--- src/rtl/ctx_pkg.sv ---
// Shared definitions for the context-switch controller: FSM encoding and
// writeback-selector codes seen by the register-file writeback mux.
package ctx_pkg;

   typedef enum logic [2:0] {
      ST_IDLE    = 3'd0,
      ST_DRAIN   = 3'd1,
      ST_SAVE    = 3'd2,
      ST_WRITE_K = 3'd3,
      ST_LOAD    = 3'd4,
      ST_DONE    = 3'd5
   } state_t;

   localparam logic [2:0] SEL_HILO  = 3'b000;
   localparam logic [2:0] SEL_PCCTX = 3'b111;

endpackage

--- src/rtl/ctx_table.sv ---
// Per-process saved-PC storage. Every slot comes out of reset holding its
// starting PC (slot index times the stride). One write port, async read.
module ctx_table
   import ctx_pkg::*;
#(
   parameter int          NPROC  = 4,
   parameter logic [31:0] STRIDE = 32'h0000_0400,
   localparam int         PW     = $clog2(NPROC)
) (
   input  logic          clock,
   input  logic          reset,
   input  logic          we,
   input  logic [PW-1:0] waddr,
   input  logic [31:0]   wdata,
   input  logic [PW-1:0] raddr,
   output logic [31:0]   rdata
);

   logic [31:0] mem [NPROC];

   // Reset reloads the boot PC of every slot; otherwise single write port.
   always_ff @(posedge clock or negedge reset) begin
      if (!reset) begin
         for (int i = 0; i < NPROC; i++) begin
            mem[i] <= 32'(i) * STRIDE;
         end
      end else if (we) begin
         mem[waddr] <= wdata;
      end
   end

   assign rdata = mem[raddr];

endmodule

--- src/rtl/ctx_switch_ctrl.sv ---
// Context-switch sequencer: drains the pipeline, saves the running PC into
// the context table and into register KREG, then loads the target's PC.
//
// state    | meaning
// ---------+---------------------------------------------------------------
// IDLE     | normal execution, writeback pass-through, waits for ctx_req
// DRAIN    | fetch stalled, in-flight instruction allowed to retire
// SAVE     | running PC captured into table and pc_contexto
// WRITE_K  | saved PC written to register KREG via selector 111
// LOAD     | PC load strobe with target's saved PC, proc id updated
// DONE     | one-cycle acknowledge, back to IDLE
module ctx_switch_ctrl
   import ctx_pkg::*;
#(
   parameter int          NPROC       = 4,
   parameter logic [4:0]  KREG        = 5'd26,
   parameter logic [31:0] SLOT_STRIDE = 32'h0000_0400,
   localparam int         PW          = $clog2(NPROC)
) (
   input  logic          clock,
   input  logic          reset,
   input  logic          ctx_req,
   input  logic [PW-1:0] ctx_target,
   input  logic [31:0]   pc_atual,
   input  logic          halt_ok,
   input  logic          cpu_we,
   input  logic [2:0]    cpu_sel,
   input  logic [4:0]    cpu_rd,
   output logic          reg_we,
   output logic [2:0]    dadoRegControl,
   output logic [4:0]    reg_rd,
   output logic [31:0]   pc_contexto,
   output logic          pc_load,
   output logic [31:0]   pc_novo,
   output logic          stall,
   output logic          ctx_ack,
   output logic [PW-1:0] proc_atual
);

   state_t        state, state_nxt;
   logic [PW-1:0] tgt;
   logic [31:0]   tbl_rdata;

   ctx_table #(
      .NPROC  (NPROC),
      .STRIDE (SLOT_STRIDE)
   ) u_table (
      .clock (clock),
      .reset (reset),
      .we    (state == ST_SAVE),
      .waddr (proc_atual),
      .wdata (pc_atual),
      .raddr (tgt),
      .rdata (tbl_rdata)
   );

   // State register.
   always_ff @(posedge clock or negedge reset) begin
      if (!reset) state <= ST_IDLE;
      else        state <= state_nxt;
   end

   // Target is frozen at acceptance; later ctx_target changes are ignored.
   always_ff @(posedge clock or negedge reset) begin
      if (!reset)                            tgt <= '0;
      else if (state == ST_IDLE && ctx_req)  tgt <= ctx_target;
   end

   // Running process id changes only as the new PC is loaded.
   always_ff @(posedge clock or negedge reset) begin
      if (!reset)                 proc_atual <= '0;
      else if (state == ST_LOAD)  proc_atual <= tgt;
   end

   // Saved PC held for the writeback selector until the next save.
   always_ff @(posedge clock or negedge reset) begin
      if (!reset)                 pc_contexto <= '0;
      else if (state == ST_SAVE)  pc_contexto <= pc_atual;
   end

   // Next-state and output decode; writeback defaults to pass-through.
   always_comb begin
      state_nxt      = state;
      reg_we         = cpu_we;
      dadoRegControl = cpu_sel;
      reg_rd         = cpu_rd;
      stall          = 1'b1;
      pc_load        = 1'b0;
      pc_novo        = '0;
      ctx_ack        = 1'b0;
      case (state)
         ST_IDLE: begin
            stall = 1'b0;
            if (ctx_req) begin
               // Switching to ourselves skips the whole save/load sequence.
               state_nxt = (ctx_target != proc_atual) ? ST_DRAIN : ST_DONE;
            end
         end
         ST_DRAIN: begin
            if (halt_ok) state_nxt = ST_SAVE;
         end
         ST_SAVE: begin
            reg_we    = 1'b0;
            state_nxt = ST_WRITE_K;
         end
         ST_WRITE_K: begin
            reg_we         = 1'b1;
            dadoRegControl = SEL_PCCTX;
            reg_rd         = KREG;
            state_nxt      = ST_LOAD;
         end
         ST_LOAD: begin
            reg_we    = 1'b0;
            pc_load   = 1'b1;
            pc_novo   = tbl_rdata;
            state_nxt = ST_DONE;
         end
         ST_DONE: begin
            stall     = 1'b0;
            ctx_ack   = 1'b1;
            state_nxt = ST_IDLE;
         end
         default: state_nxt = ST_IDLE;
      endcase
   end

endmodule

--- config.mk ---
export PLATFORM = sky130hd
export DESIGN_NAME = ctx_switch_ctrl
export DESIGN_NICKNAME = d
export VERILOG_FILES = /design/src/rtl/ctx_pkg.sv /design/src/rtl/ctx_table.sv /design/src/rtl/ctx_switch_ctrl.sv
export SDC_FILE = /design/constraint.sdc
export NUM_CORES = 1
export LEC_CHECK = 0
export CORE_MARGIN = 2
export CORE_UTILIZATION = 35
export DETAILED_ROUTE_END_ITERATION = 7
export RECOVER_POWER = 100
export SLEW_MARGIN = 20
export SYNTH_ARGS = -nofsm -noshare
export SYNTH_HDL_FRONTEND = slang
export SYNTH_SLANG_ARGS = --single-unit
--- constraint.sdc ---
create_clock -name clock -period 5.9 [get_ports clock]
set_input_delay 1.77 -clock clock [delete_from_list [all_inputs] [get_ports clock]]
set_output_delay 1.77 -clock clock [all_outputs]
set_load 0.02 [all_outputs]
# Yosys cells after proc, flatten, opt, wreduce, memory -nomap -nowiden
# Index checks and enable logic that the tools add are counted.
[word_totals]
reg_bits = 167
input_bits = 47
output_inout_bits = 78
wordCells = 44
[classes]
n_lt_le_gt_ge = 3
n_eq_ne = 8
n_mux = 17
n_bitwise = 2
n_reduce_logical = 6
[op_table]
columns = ["cell", "count"]
rows = [
  ["bitwise mux 128 bit", 1],
  ["2-to-1 mux 32 bit", 4],
  ["binary-select mux 32 bit (select 2 bit)", 1],
  ["demux 32 bit (select 2 bit)", 1],
  ["one-hot mux 3 bit (5 select lines)", 1],
  ["2-to-1 mux 3 bit", 4],
  ["equality test 3 x 2 -> 1 bit, second input constant", 2],
  ["equality test 3 bit, second input constant", 2],
  [">= comparator 3 bit, second input constant", 2],
  ["inverter 2 -> 3 bit", 2],
  ["2-to-1 mux 5 bit", 1],
  ["!= test 2 bit, second input constant", 2],
  ["OR reduction 2 bit", 2],
  ["equality test 3 x 1 -> 1 bit, second input constant", 1],
  ["logical NOT 3 bit", 1],
  ["less-than comparator 3 x 1 -> 1 bit, second input constant", 1],
  ["2-to-1 mux 1 bit", 3],
  ["logical AND 1 bit", 2],
  ["!= test 2 bit", 1],
  ["one-hot mux 1 bit (2 select lines)", 1],
  ["AND reduction 2 bit", 1],
]

# Logic depth before layout (Yosys ltp)
# Gate-level depths: netlist (run 1).
[logic_depth]
ltp_word = 6
mapped_depth = 6
mapped_depth_nobuf = 3

# Modules after synthesis
# A second synthesis (run 1) with hierarchy kept.
[hier_totals]
hier_cells = 457
area_unflattened_um2 = 7393.3
[modules_own_cells]
columns = ["mod", "n_inst", "cells_per_inst", "area_each_um2", "seq_area_each_um2"]
rows = [
  ["ctx_table", 1, 311, 5509.0, 3208.1],
  ["ctx_switch_ctrl", 1, 146, 1884.3, 975.9],
]

# Least setup slack after synthesis (run 1)
# Ideal clock, no wire load.
[synth_path]
path_kind = "input -> output"
from = "input port cpu_we"
to = "output port reg_we"
arrival_time_ns = 2.033
required_time_ns = 4.130
setup_slack_ns = 2.097
cell_stages = 1
path_buffers = 0
path_cell_list = "o22a_1"
[synth_between]
elab_chain_len = 1
[synth_lines]
columns = ["item", "line", "text"]
rows = [
  ["start: declaration", "ctx_switch_ctrl.sv:26", "input logic cpu_we,"],
  ["one-hot mux 1 bit (2 select lines)", "ctx_switch_ctrl.sv:91", "case (state)"],
  ["end: declaration", "ctx_switch_ctrl.sv:29", "output logic reg_we,"],
]
# No other way between the ends.

# Worst setup path after layout (run 1)
[layout_path]
from = "register tgt[0]"
to = "output port pc_novo[21]"
[layout_between]
elab_chain_len = 5
[layout_lines]
columns = ["item", "line", "text"]
rows = [
  ["start: declaration", "ctx_switch_ctrl.sv:41", "logic [PW-1:0] tgt;"],
  ["start signal: assignment", "ctx_switch_ctrl.sv:66", "else if (state == ST_IDLE && ctx_req) tgt <= ctx_target;"],
  ["inverter 2 -> 3 bit (not written as such)", "ctx_table.sv:32", "assign rdata = mem[raddr];"],
  ["binary-select mux 32 bit (select 2 bit)", "ctx_table.sv:32", ""],
  ["2-to-1 mux 32 bit (not written as such) (2 in series)", "ctx_table.sv:32", ""],
  ["2-to-1 mux 32 bit", "ctx_switch_ctrl.sv:91", ""],
  ["end: declaration", "ctx_switch_ctrl.sv:34", "output logic [31:0] pc_novo,"],
]
# No other way between the ends. The select of a mux whose other input is x is not followed.

==> out/results.ini, run 1 <==
[synthesis]
ys_ff_latch = 167
async_flop_share = 1.00
synth.avg_cell_area_um2 = 15.9
ys_warn_count = 0
syn-cell-area_um2 = 7390
synth.distinct_cells = 29
synth_edf_count = 0
synth_ff_type = dfrtp_1
syn_nets = 511
synth_seq_area_share = 0.566
syn_inst = 464

[worst_setup_path]
critPathLaunch = tgt[0]
reg2reg_slack_ps = 1140
worstSetupEndpointType = primary output
critPathRequiredTime_ps = 4130
crit_path_end = pc_novo[21]
worstPathArrival_ps = 3300
reg2reg_depth = 4
crit_slowest_cell = dfrtp_1
r2r-start = state[2]
path_max_fanout = 20
critical_path_class = flop to primary output
r2r-end = u_table.mem[30]
slowest_delay_ps = 1210
start_kind = flop
worstPathCellList = buf_4 > mux4_2 > and3_1 > clkdlybuf4s50_1

[grt]
grt_pass1_wl_um = 27200
grt_pass1_vias = 4872
grt_usage = 0.160
antenna_found_initial = 1
overflow = 0
grt_max_degree = 101

[outcome]
status = complete, but fails checks
violations = max-capacitance violations, max-slew violations

[timing]
rsz0062_at_grt = no
worst_slew_pin_slew_ps = 2500
finalCritPeriodShare = 0.859
tns_ps = 0
setup_viol = 0
holdWs_ps = 485
fin_skew_ps = 6.55
fmax_ghz = 0.197
hold_violations = 0
period_needed_ps = 5070
max_slew_margin = -0.669
maxSlewViolCount = 117

[layout]
fillers = 1864
layout-drive-gt1-share = 0.357
syn2layout_area_growth_pct = 27.6
nets = 630

[drt]
ant_nets = 0
wirelength_um = 16800
drt_iter0_markers = 152
vias = 4417
wl_per_cell_um = 19.3
drc_errors = 0
first_pass_iters = 4
vias_per_cell = 5.07

[place]
place_congestion = 0.674
io_buffers = 124
dp_hpwl_um = 10600

[clock_network]
post-cts-setup-buffer-count = 0
cts_resized = 0
clock_latency_ps = 420
clock_path_buffers = 2
cts_root_buffer = clkbuf_16
htree_levels = 4
clk_pin_slew_ps = 60
numCtsBuffers = 17
ctsHoldBuffers = 0
cts_tree = done
clkSinkCount = 167

[die]
num_rows = 53
initial_core_util = 0.354
die_h_um = 149
io_pins = 125
core_area_um2 = 20900
die_area_um2 = 22300
dieWidth_um = 149

[worst_hold_path]
hp-class = flop to flop

[power]
max-vdd-ir-drop_mv = 0.247
power.static_leakage_nw = 4.07
total_power_w = 0.00517
p_per_area_nw_per_um2 = 548

[flow_run]
cap_violations = 2

worst max-delay path: cells and delay by family, from the launching register on:
kind	cells	cell delay (ps)
and+or+nand+nor	1	200
DFF	1	1210
buffers and inverters	2	920
muxes	1	540
final cells by class:
type                    count  area (um^2)  share of cell area
clock buffers              21          460              0.0488
multi-input cells         262         3010               0.319
well taps                 275          344              0.0365
flip-flops and latches    167         4190               0.444
inverters                   1         3.75            0.000398
repair buffers            134         1310               0.138
diodes                      1         2.50            0.000265
clock inverters            11          123              0.0130
sequential cells by signal, indices dropped and copies added, names as in the netlist:
register and count:
proc_atual 2, state 3, tgt 2, pc_contexto 32
u_table.mem 128
report_power, final:
| group | total (W) | switching, W | internal [W] |
|---|---|---|---|
| Combinational | 0.00193 | 0.000778 | 0.00116 |
| Sequential | 0.00214 | 0.000403 | 0.00173 |
| Clock | 0.00110 | 0.000453 | 0.000646 |
layer usage:
layer  track usage  up-vias  share of wire
li1              -     1947              -
met1         0.204     2373           0.44
met2         0.269       81           0.51
met3        0.0413       16          0.035
met4        0.0467        0          0.012
met5             0        -              0
cells in the mapped netlist (2+ instances only):
library cell,instances,area [um^2]
nand2_1,3,11.3
and3b_1,2,17.5
mux2_1,32,360
clkbuf_1,11,41.3
xnor2_1,2,17.5
mux2_2,132,1490
dfrtp_1,163,4080
nand2b_1,8,50.1
xor2_1,2,17.5
buf_6,3,33.8
and2_1,2,12.5
mux4_2,32,721
nor2_1,2,7.51
and3_1,32,200
dfstp_2,4,105
buf_2,20,100
or3b_2,2,17.5
metrics by stage:
step	utilization	worst slack, ps	instance area (um^2)	instances
4_1_cts	0.453	1140	9470	871
3_3_place_gp	0.425	1180	8880	839
3_5_place_dp	0.425	1180	8880	839
6_report	0.452	831	9430	872
2_1_floorplan	-	2100	7390	464
5_1_grt	0.452	536	9430	872
how the worst min path moves through the flow:
stage	start	end	slack, ps	cells after the start
final	u_table.mem[88]	u_table.mem[88]	490	1
after detailed placement	u_table.mem[72]	u_table.mem[72]	470	1
after global placement	u_table.mem[78]	u_table.mem[78]	460	1
after CTS	u_table.mem[89]	u_table.mem[89]	490	1
after global routing	u_table.mem[94]	u_table.mem[94]	510	1
after floorplan	u_table.mem[65]	u_table.mem[65]	450	1
cells by family (layout without fill, tap and decap cells):
kind of cell              after synthesis  in the layout  share of synthesized area
muxes                                 196            196                      0.347
and+or+nand+nor                        57             57                     0.0530
other                                   0              1                          0
buffers and inverters                  35            167                     0.0242
xor gates and xnor gates                4              4                    0.00474
AOI/OAI and AO/OA                       5              5                    0.00474
DFF                                   167            167                      0.566
cells in the final DEF (no fill, tap or decap), types with 3 or more instances in the layout:
cell type | Yosys | layout
mux2_1 | 32 | 32
clkinvlp_4 | 0 | 4
clkbuf_1 | 11 | 3
nand2_1 | 3 | 3
clkbuf_16 | 0 | 17
dlygate4sd3_1 | 0 | 95
dfstp_2 | 4 | 4
dfrtp_1 | 163 | 162
clkdlybuf4s50_1 | 0 | 28
and3_1 | 32 | 32
mux4_2 | 32 | 32
buf_4 | 0 | 8
mux2_2 | 132 | 132
clkinv_2 | 0 | 3
nand2b_1 | 8 | 8
(Power assumes the default switching activity.)
==> inputs of run 2 (changes only) <==
Settings changed: CAP_MARGIN set to 20.
==> results of run 2 <==
The final DEF is identical to that of run 1; final timing and power are the same.
